File: src/rtl/exec_pkg.sv
// Shared encodings for the execute stage: ALU op codes, multiply selectors,
// FSM states and the flush counter width.
package exec_pkg;

    typedef enum logic [3:0] {
        ALU_ADD = 4'd0,
        ALU_SUB = 4'd1,
        ALU_AND = 4'd2,
        ALU_OR  = 4'd3,
        ALU_XOR = 4'd4,
        ALU_SLL = 4'd5,
        ALU_SRL = 4'd6,
        ALU_SRA = 4'd7,
        ALU_SLT = 4'd8,
        ALU_EQ  = 4'd9,
        ALU_NE  = 4'd10,
        ALU_GE  = 4'd11
    } alu_op_t;

    // With muldiv_en set, alu_op is reinterpreted as a multiply selector.
    localparam logic [3:0] MULDIV_MUL   = 4'd0;
    localparam logic [3:0] MULDIV_MULHU = 4'd1;

    typedef enum logic [1:0] {
        ST_RUN    = 2'd0,
        ST_FLUSH  = 2'd1
`ifdef EXEC_STAGE_MULDIV_EN
        ,
        ST_MULDIV = 2'd2
`endif
    } state_t;

    localparam int FLUSH_CNT_W = 3;

endpackage

File: src/rtl/exec_muldiv.sv
// Iterative shift-add unsigned multiplier: one partial product per cycle,
// o_done is high during the final iteration with the full product on o_product.
module exec_muldiv #(
    parameter int XLEN = 32
) (
    input  logic              clk,
    input  logic              reset,
    input  logic              i_start,
    input  logic [XLEN-1:0]   i_a,
    input  logic [XLEN-1:0]   i_b,
    output logic              o_done,
    output logic [2*XLEN-1:0] o_product
);

    localparam int CW = $clog2(XLEN + 1);

    logic [CW-1:0]     r_cnt;
    logic [XLEN-1:0]   r_mcand;
    logic [2*XLEN-1:0] r_p;
    logic [XLEN:0]     w_sum;
    logic [2*XLEN-1:0] w_p_nxt;

    // Upper half accumulates the multiplicand, the whole register shifts right;
    // the multiplier bits drain out of the lower half as the product fills in.
    assign w_sum     = {1'b0, r_p[2*XLEN-1:XLEN]} + {1'b0, r_mcand & {XLEN{r_p[0]}}};
    assign w_p_nxt   = {w_sum, r_p[XLEN-1:1]};
    assign o_done    = (r_cnt == CW'(1));
    assign o_product = w_p_nxt;

    always_ff @(posedge clk) begin
        if (!reset) begin
            r_cnt   <= '0;
            r_mcand <= '0;
            r_p     <= '0;
        end else if (i_start) begin
            r_cnt   <= CW'(XLEN);
            r_mcand <= i_a;
            r_p     <= {{XLEN{1'b0}}, i_b};
        end else if (r_cnt != '0) begin
            r_cnt   <= r_cnt - 1'b1;
            r_p     <= w_p_nxt;
        end
    end

endmodule

File: src/rtl/exec_stage.sv
// Execute stage: ALU, branch/jump target, redirect flush window, and an
// iterative multiplier compiled in only when EXEC_STAGE_MULDIV_EN is defined.
module exec_stage
    import exec_pkg::*;
#(
    parameter int XLEN         = 32,
    parameter int FLUSH_CYCLES = 2
) (
    input  logic            clk,
    input  logic            reset,
    input  logic            in_valid,
    output logic            in_ready,
    input  logic [3:0]      alu_op,
    input  logic [XLEN-1:0] alu_a,
    input  logic [XLEN-1:0] alu_b,
    input  logic [XLEN-1:0] pc,
    input  logic [XLEN-1:0] imm_value,
    input  logic            branch_en,
    input  logic            jal_en,
    input  logic            jalr_en,
    input  logic            unsigned_flag,
    input  logic            muldiv_en,
    input  logic            mem_to_reg_in,
    input  logic [1:0]      bytes_in,
    input  logic [XLEN-1:0] wdata_in,
    input  logic            we_in,
    input  logic            re_in,
    input  logic [4:0]      rd_in,
    input  logic            reg_we_in,
    output logic            out_valid,
    input  logic            out_ready,
    output logic [XLEN-1:0] alu_result,
    output logic            alu_unknown_op,
    output logic [XLEN-1:0] addr_out,
    output logic            addr_out_en,
    output logic            mem_to_reg_out,
    output logic [1:0]      bytes_out,
    output logic [XLEN-1:0] wdata_out,
    output logic            we_out,
    output logic            re_out,
    output logic [4:0]      rd_out,
    output logic            reg_we_out,
    output logic            unsigned_flag_out,
    output logic [1:0]      o_dbg_state
);

    localparam int SHW = $clog2(XLEN);
    localparam logic [FLUSH_CNT_W-1:0] FLUSH_LOAD =
        FLUSH_CNT_W'((FLUSH_CYCLES > 0) ? FLUSH_CYCLES - 1 : 0);

    state_t                 r_state, w_state_nxt;
    logic [FLUSH_CNT_W-1:0] r_flush_cnt;
    logic                   r_out_valid, r_unknown, r_addr_out_en;
    logic [XLEN-1:0]        r_alu_result, r_addr_out, r_wdata;
    logic                   r_mem_to_reg, r_we, r_re, r_reg_we, r_unsigned;
    logic [1:0]             r_bytes;
    logic [4:0]             r_rd;
    logic                   w_accept, w_redirect, w_is_mul, w_unknown;
    logic                   w_alu_unknown, w_lt;
    logic [XLEN-1:0]        w_alu_r, w_target;

    // Valid/ready: a transfer occurs on a rising edge where valid and ready are
    // both high; while valid waits for ready, valid and its payload hold stable.
    assign in_ready = (r_state == ST_RUN) && (!r_out_valid || out_ready);
    assign w_accept = in_valid && in_ready;

    assign w_lt = unsigned_flag ? (alu_a < alu_b) : ($signed(alu_a) < $signed(alu_b));

    always_comb begin
        w_alu_r       = '0;
        w_alu_unknown = 1'b0;
        case (alu_op)
            ALU_ADD: w_alu_r = alu_a + alu_b;
            ALU_SUB: w_alu_r = alu_a - alu_b;
            ALU_AND: w_alu_r = alu_a & alu_b;
            ALU_OR:  w_alu_r = alu_a | alu_b;
            ALU_XOR: w_alu_r = alu_a ^ alu_b;
            ALU_SLL: w_alu_r = alu_a << alu_b[SHW-1:0];
            ALU_SRL: w_alu_r = alu_a >> alu_b[SHW-1:0];
            ALU_SRA: w_alu_r = XLEN'($signed(alu_a) >>> alu_b[SHW-1:0]);
            ALU_SLT: w_alu_r = {{(XLEN-1){1'b0}}, w_lt};
            ALU_EQ:  w_alu_r = {{(XLEN-1){1'b0}}, alu_a == alu_b};
            ALU_NE:  w_alu_r = {{(XLEN-1){1'b0}}, alu_a != alu_b};
            ALU_GE:  w_alu_r = {{(XLEN-1){1'b0}}, !w_lt};
            default: w_alu_unknown = 1'b1;
        endcase
    end

    assign w_unknown  = muldiv_en ? !w_is_mul : w_alu_unknown;
    assign w_redirect = !muldiv_en && (jal_en || jalr_en || (branch_en && w_alu_r[0]));
    assign w_target   = jalr_en ? {w_alu_r[XLEN-1:1], 1'b0} : (pc + imm_value);

`ifdef EXEC_STAGE_MULDIV_EN
    logic              w_mul_done;
    logic [2*XLEN-1:0] w_mul_product;
    logic              r_mul_hi;

    assign w_is_mul = muldiv_en && (alu_op == MULDIV_MUL || alu_op == MULDIV_MULHU);

    exec_muldiv #(.XLEN(XLEN)) u_muldiv (
        .clk       (clk),
        .reset     (reset),
        .i_start   (w_accept && w_is_mul),
        .i_a       (alu_a),
        .i_b       (alu_b),
        .o_done    (w_mul_done),
        .o_product (w_mul_product)
    );

    always_ff @(posedge clk) begin
        if (!reset)                    r_mul_hi <= 1'b0;
        else if (w_accept && w_is_mul) r_mul_hi <= (alu_op == MULDIV_MULHU);
    end
`else
    assign w_is_mul = 1'b0;
`endif

    always_ff @(posedge clk) begin
        if (!reset) r_state <= ST_RUN;
        else        r_state <= w_state_nxt;
    end

    always_comb begin
        w_state_nxt = r_state;
        case (r_state)
            ST_RUN: begin
                if (w_accept && w_is_mul) begin
`ifdef EXEC_STAGE_MULDIV_EN
                    w_state_nxt = ST_MULDIV;
`endif
                end else if (w_accept && w_redirect && (FLUSH_CYCLES > 0)) begin
                    w_state_nxt = ST_FLUSH;
                end
            end
            ST_FLUSH: if (r_flush_cnt == '0) w_state_nxt = ST_RUN;
`ifdef EXEC_STAGE_MULDIV_EN
            ST_MULDIV: if (w_mul_done) w_state_nxt = ST_RUN;
`endif
            default: w_state_nxt = ST_RUN;
        endcase
    end

    // The flush window runs on its own clock count; downstream backpressure does not extend it.
    always_ff @(posedge clk) begin
        if (!reset)                                r_flush_cnt <= '0;
        else if (w_accept && w_redirect)           r_flush_cnt <= FLUSH_LOAD;
        else if (r_state == ST_FLUSH && r_flush_cnt != '0) r_flush_cnt <= r_flush_cnt - 1'b1;
    end

    always_ff @(posedge clk) begin
        if (!reset) begin
            r_out_valid   <= 1'b0;
            r_alu_result  <= '0;
            r_unknown     <= 1'b0;
            r_addr_out    <= '0;
            r_addr_out_en <= 1'b0;
            r_mem_to_reg  <= 1'b0;
            r_bytes       <= '0;
            r_wdata       <= '0;
            r_we          <= 1'b0;
            r_re          <= 1'b0;
            r_rd          <= '0;
            r_reg_we      <= 1'b0;
            r_unsigned    <= 1'b0;
        end else begin
            r_addr_out_en <= 1'b0;
            if (w_accept) begin
                r_out_valid  <= !w_is_mul;
                r_alu_result <= w_unknown ? '0 : w_alu_r;
                r_unknown    <= w_unknown;
                r_mem_to_reg <= mem_to_reg_in;
                r_bytes      <= bytes_in;
                r_wdata      <= wdata_in;
                r_we         <= we_in;
                r_re         <= re_in;
                r_rd         <= rd_in;
                r_reg_we     <= reg_we_in;
                r_unsigned   <= unsigned_flag;
                if (w_redirect) begin
                    r_addr_out    <= w_target;
                    r_addr_out_en <= 1'b1;
                end
`ifdef EXEC_STAGE_MULDIV_EN
            end else if (w_mul_done && r_state == ST_MULDIV) begin
                r_out_valid  <= 1'b1;
                r_alu_result <= r_mul_hi ? w_mul_product[2*XLEN-1:XLEN] : w_mul_product[XLEN-1:0];
`endif
            end else if (out_ready) begin
                r_out_valid <= 1'b0;
            end
        end
    end

    assign out_valid         = r_out_valid;
    assign alu_result        = r_alu_result;
    assign alu_unknown_op    = r_unknown;
    assign addr_out          = r_addr_out;
    assign addr_out_en       = r_addr_out_en;
    assign mem_to_reg_out    = r_mem_to_reg;
    assign bytes_out         = r_bytes;
    assign wdata_out         = r_wdata;
    assign we_out            = r_we;
    assign re_out            = r_re;
    assign rd_out            = r_rd;
    assign reg_we_out        = r_reg_we;
    assign unsigned_flag_out = r_unsigned;
    assign o_dbg_state       = r_state;

endmodule

File: config.mk
export PLATFORM = sky130hd
export DESIGN_NAME = exec_stage
export DESIGN_NICKNAME = d
export VERILOG_FILES = /design/src/rtl/exec_pkg.sv /design/src/rtl/exec_muldiv.sv /design/src/rtl/exec_stage.sv
export SDC_FILE = /design/constraint.sdc
export NUM_CORES = 1
export LEC_CHECK = 0
export BUFFER_PORTS_ARGS = -buffer_cell sky130_fd_sc_hd__clkbuf_2
export CAP_MARGIN = 15
export CORE_MARGIN = 1.5
export CORE_UTILIZATION = 54
export CTS_BUF_LIST = sky130_fd_sc_hd__clkbuf_16
export CTS_CLUSTER_DIAMETER = 120
export DETAILED_ROUTE_END_ITERATION = 8
export PLACE_DENSITY = 0.76
export SLEW_MARGIN = 5
export SYNTH_ARGS = -nofsm -noshare
export SYNTH_HDL_FRONTEND = slang
export SYNTH_SLANG_ARGS = --single-unit
File: constraint.sdc
create_clock -name clk -period 5.14 [get_ports clk]
set_clock_uncertainty 0.1 [all_clocks]
set_input_delay 0 -clock clk [delete_from_list [all_inputs] [get_ports clk]]
set_output_delay 0 -clock clk [all_outputs]
set_load 0.05 [all_outputs]
# After elaboration in Yosys (flattened, before gate mapping)
# Index checks and enable logic that the tools add are counted.
# totals
wordCells	82
register_bits	116
in_bits	184
output_inout_bits	114
# op_classes
eq_ne	16
bitwise_logic	4
muxes	14
n_reduce_logical	23
order_cmp	2
add_sub_neg	4
n_shift	3
# ops
cell	n
$pmux W32 S12	1
$add A32 B32 Y32	2
$lt A32 B32 Y1	2
$mux W32	2
$and A32 B32 Y32	1
$eq A32 B32 Y1	1
$ne A32 B32 Y1	1
$or A32 B32 Y32	1
$shl A32 B5 Y32	1
$shr A32 B5 Y32	1
$sshr A32 B5 Y32	1
$sub A32 B32 Y32	1
$xor A32 B32 Y32	1
$eq A4 B3 Y1 const B	4
$eq A4 B4 Y1 const B	4
$reduce_or A12 Y1	1
$eq A4 B2 Y1 const B	2
$mux W1	8
$logic_and A1 B1 Y1	6
$reduce_and A2 Y1	3
$eq A4 B1 Y1 const B	1
$logic_not A4 Y1	1
$mux W2	2
$pmux W2 S2	1
other kinds (12)	17

# Logic depth before layout (Yosys ltp)
# logic_depth
word_depth	10
mapped_depth	20
mapped_depth_nobuf	15

# Least setup slack after synthesis
# Ideal clock, no wire load.
# synth_path
kind	input to register
startpoint	input port alu_b[2]
endpoint	register r_alu_result[18] (netlist: alu_result[18])
required_time_ns	4.912
arrival_ns	3.665
stages	17
path_buffers	4
setup_ns	0.128
path_slack_ns	1.247
path_cell_list	clkbuf_1 > inv_1 > buf_2 > buf_1 > buf_1 > ha_1 > a211oi_1 > o21ai_0 > a21o_1 > o41a_1 > a2111oi_0 > o21bai_1 > a221o_1 > a21oi_1 > nor2_1 > a21oi_1 > nor2_1
# synth_via
elab_chain_cells	3
elab_cells_between_ends	7
cone_classes	add/sub (2); shift (3); mux (2)
# synth_lines
element	line_no	text
from (decl)	exec_stage.sv:15	input logic [XLEN-1:0] alu_b,
$sub A32 B32 Y32 (tied with other cells)	exec_stage.sv:74	ALU_SUB: w_alu_r = alu_a - alu_b;
$pmux W32 S12 (*)	exec_stage.sv:72	case (alu_op)
$mux W32 (*)	exec_stage.sv:169	r_alu_result <= w_unknown ? '0 : w_alu_r;
to (signal assigned)	exec_stage.sv:169	
to (decl)	exec_stage.sv:54	logic [XLEN-1:0] r_alu_result, r_addr_out, r_wdata;
# Mark *: on every way between the ends. The rest lies on a longest branch, timed or not.
# A chain may end at the register's enable or synchronous reset.

# Worst setup path in the final report
# layout_path
startpoint	input port alu_b[0]
endpoint	register r_addr_out[0] (netlist: addr_out[0])
# layout_via
elab_chain_cells	8
elab_cells_between_ends	19
cone_classes	add/sub (2); order compare (2); eq/ne (2); shift (3); mux (2); bitwise (3); reduce/logical (5)
# layout_lines
element	line_no	text
$lt A32 B32 Y1	exec_stage.sv:67	assign w_lt = unsigned_flag ? (alu_a < alu_b) : ($signed(alu_a) < $signed(alu_b));
$mux W1	exec_stage.sv:67	
$logic_not A1 Y1	exec_stage.sv:84	ALU_GE: w_alu_r = {{(XLEN-1){1'b0}}, !w_lt};
$pmux W32 S12 (*)	exec_stage.sv:72	
$logic_and A1 B1 Y1 (*)	exec_stage.sv:90	assign w_redirect = !muldiv_en && (jal_en || jalr_en || (branch_en && w_alu_r[0]));
$logic_or A1 B1 Y1 (*)	exec_stage.sv:90	
$logic_and A1 B1 Y1 (*)	exec_stage.sv:90	
$reduce_and A2 Y1 (no source line) (*)	-	
to (signal assigned)	exec_stage.sv:180	r_addr_out <= w_target;
to (decl)	exec_stage.sv:54	
# Marked as above.

==> qor.yml <==
yosys:
  synth-main-ff-cell: "dfxtp_1"
  yosys.area.top_type: "dfxtp_1"
  synthCells: 2013
  ys_seq_elements: 115
  synthMuxAreaShare_pct: 12.4
  synth_top_family_by_area: "compound AO/OA/AOI/OAI gates"
  synthXorXnorAreaFrac_pct: 1.85
  synth_cell_types: 89
  yosys.area_share.simple_pct: 19.4
  async_flop_share_pct: 0
  ys_warn_count: 0
  syn-cell-area_um2: 14700
  synth_edf_count: 0
  syn_nets: 2330
  synth_fa_ha_area_share_pct: 11.5
  synthTopCellsByArea: "dfxtp_1, ha_1, a21oi_1"
  yosys.area.top_type_share_pct: 15.7
  syn_area_per_cell_um2: 7.28
  yosysSeqAreaShare_pct: 15.7
  synth-compound-area-share_pct: 31.7
critical_path:
  endpoint_kind: "flop"
  crit_type: "input pin to flop"
  worstPathArrival_ns: 4.28
  cp.required_ns: 5.32
  critPathLaunchType: "input pin"
  cp_max_fo: 41
detailed_routing:
  vias: 17500
  drt_iter0_drc: 2394
  routed_wl_um: 62000
  wl_per_cell_um: 23.7
  vias_per_cell: 6.70
  ant_nets: 0
  firstDrtPassIters: 8
  drc: 0
floorplan:
  fp.dieH_um: 168
  boundaryPins: 298
  die-area_um2: 28200
  die_x_um: 168
  start_util_pct: 54.7
  coreArea_um2: 26800
  rows: 60
clock_network:
  insertion_delay_ns: 0.41
  cts_sinks: 115
  htreeDepth: 4
  cts_tree: "done"
  cts-root-buf: "clkbuf_16"
  clkTransAtPathRegs_ns: 0.06
  cts_setup_buffers: 0
  clk_path_buf_depth: 2
  numCtsBuffers: 17
sta:
  fmax_mhz: 244
  timing.final.crit_period_ns: 4.11
  period_share_pct: 79.9
  fin_hold_ws_ns: 0.0104
  setup_ws_ns: 1.03
  max_slew_margin_pct: 14.1
  rsz0062_at_grt: "no"
  final.setup.tns_ns: 0
  hold_viol: 0
  drv_slew: 0
  tightestPinTransition_ns: 1.27
  setup_viol: 0
power:
  power.total_w: 0.00397
  leakage_nw: 7.78
  power_density_nw_per_um2: 230
  peakVddDrop_v: 0.000189
placement:
  dpl.hpwl_um: 46200
  dp_worst_setup_slack_ns: 0.794
  placed_area_um2: 16200
  io_buffers: 296
  gp_congestion: 1.02
layout:
  finalInstanceArea_um2: 17300
  layout-drive-gt1-share_pct: 19.9
  n_antenna_cell: 0
  nets: 2579
  area.growth.synth_to_final_pct: 17.8
  fill_cells: 2379
outcome:
  status: "finished clean"
global_routing:
  grt_pass1_wl_um: 94300
  grt_antenna_before_repair: 0
  grtUsageTotal_pct: 42.7
  grt_max_degree: 78
  grt_pass1_vias: 16100
  overflow: 0
min_path:
  hp-class: "input pin to flop"
flow_run:
  cap_violations: 0
final timing paths:
kind | from | end | slack [ns] | cells past startpoint
max | alu_b[0] | addr_out[0] | 1.03 | 16
min | imm_value[24] | addr_out[24] | 0.01 | 5
max reg2reg | out_valid | addr_out[0] | 1.63 | 9
min reg2reg | rd_out[4] | rd_out[4] | 0.35 | 2
layout by cell type (no fill, tap or decap), types with 24 or more instances in the layout:
master           n
nor2_1         218
buf_4           37
nor3_1          27
mux4_2          42
inv_1          107
a22oi_1         30
a211oi_1        36
clkbuf_2       295
dlygate4sd3_1   47
mux2i_1         55
a221oi_1        27
a21oi_1        226
dfxtp_1        115
o21ai_1         25
a21o_1          34
nand3_1         25
nand2b_1        24
ha_1           130
nand2_1        220
o21ai_0        128
o211ai_1        30
state kept, by name, indices dropped and copies added (netlist names), 2 cells and up:
| signal | flops |
|---|---|
| addr_out | 32 |
| alu_result | 32 |
| wdata_out | 32 |
| rd_out | 5 |
| r_flush_cnt | 3 |
| bytes_out | 2 |
metal layers:
| layer | wire, µm | up-vias | track usage (%) |
|---|---|---|---|
| li1 | - | 7891 | - |
| met1 | 24100 | 8258 | 54.6 |
| met2 | 28300 | 1194 | 69.8 |
| met3 | 6460 | 194 | 8.27 |
| met4 | 3140 | 0 | 19.3 |
| met5 | 0 | - | 0 |
synth_stat cells, types with 26 or more instances:
| cell | count |
|---|---|
| o211ai_1 | 30 |
| a211oi_1 | 36 |
| nor3_1 | 28 |
| nor2_1 | 219 |
| mux2i_1 | 55 |
| mux4_2 | 42 |
| inv_1 | 107 |
| a221oi_1 | 27 |
| a21o_1 | 34 |
| o21ai_0 | 128 |
| dfxtp_1 | 115 |
| a22oi_1 | 30 |
| nand2_1 | 222 |
| ha_1 | 130 |
| nand3_1 | 26 |
| clkbuf_1 | 99 |
| a21oi_1 | 226 |
worst max-delay path: stages:
cell and delay, ns:
buf_4 0.39, ha_1 0.26, inv_1 0.06, fa_1 0.41, nor2b_1 0.16, o21ai_0 0.30, a21oi_1 0.12, nor2_1 0.35
a21boi_0 0.21, a211oi_1 0.36, a41oi_1 0.16, a21oi_1 0.41, o2bb2ai_4 0.44, buf_4 0.36, mux2i_1 0.22, nor2_1 0.05
kinds of logic (layout without fill, tap and decap cells):
family,count (synthesis),in the layout
AOI/OAI and AO/OA,722,722
and+or+nand+nor,634,634
buffers and inverters,260,522
adders and majority gates,133,133
muxes,117,117
DFF,115,115
xor gates and xnor gates,31,31
other,1,1
repair_timing:
action,4_1_cts,5_1_grt
hold endpoints to repair,47,0
gates resized for setup,0,0
hold buffers,47,0
power by group:
part / switching, W / internal (W)
Clock: 0.000521 / 0.000648
Combinational: 0.00121 / 0.000609
Sequential: 0.0000337 / 0.000951
layout make-up:
cell class / instances / area (µm²) / share of cell area, %
Multi-Input combinational cell: 1638 / 11300 / 65.5
Sequential cell: 115 / 2300 / 13.3
Timing Repair Buffer: 379 / 2220 / 12.9
Tap cell: 341 / 427 / 2.47
Clock buffer: 17 / 425 / 2.46
Inverter: 111 / 417 / 2.41
Clock inverter: 15 / 160 / 0.927
metrics by stage:
| step | utilization, % | cells |
|---|---|---|
| floorplan | - | 2013 |
| global placement | 60.5 | 2537 |
| detailed placement | 60.5 | 2537 |
| CTS | 64.4 | 2616 |
| global route | 64.4 | 2616 |
| finish | 64.4 | 2616 |
Note: power is estimated with default switching activity, not from simulation.
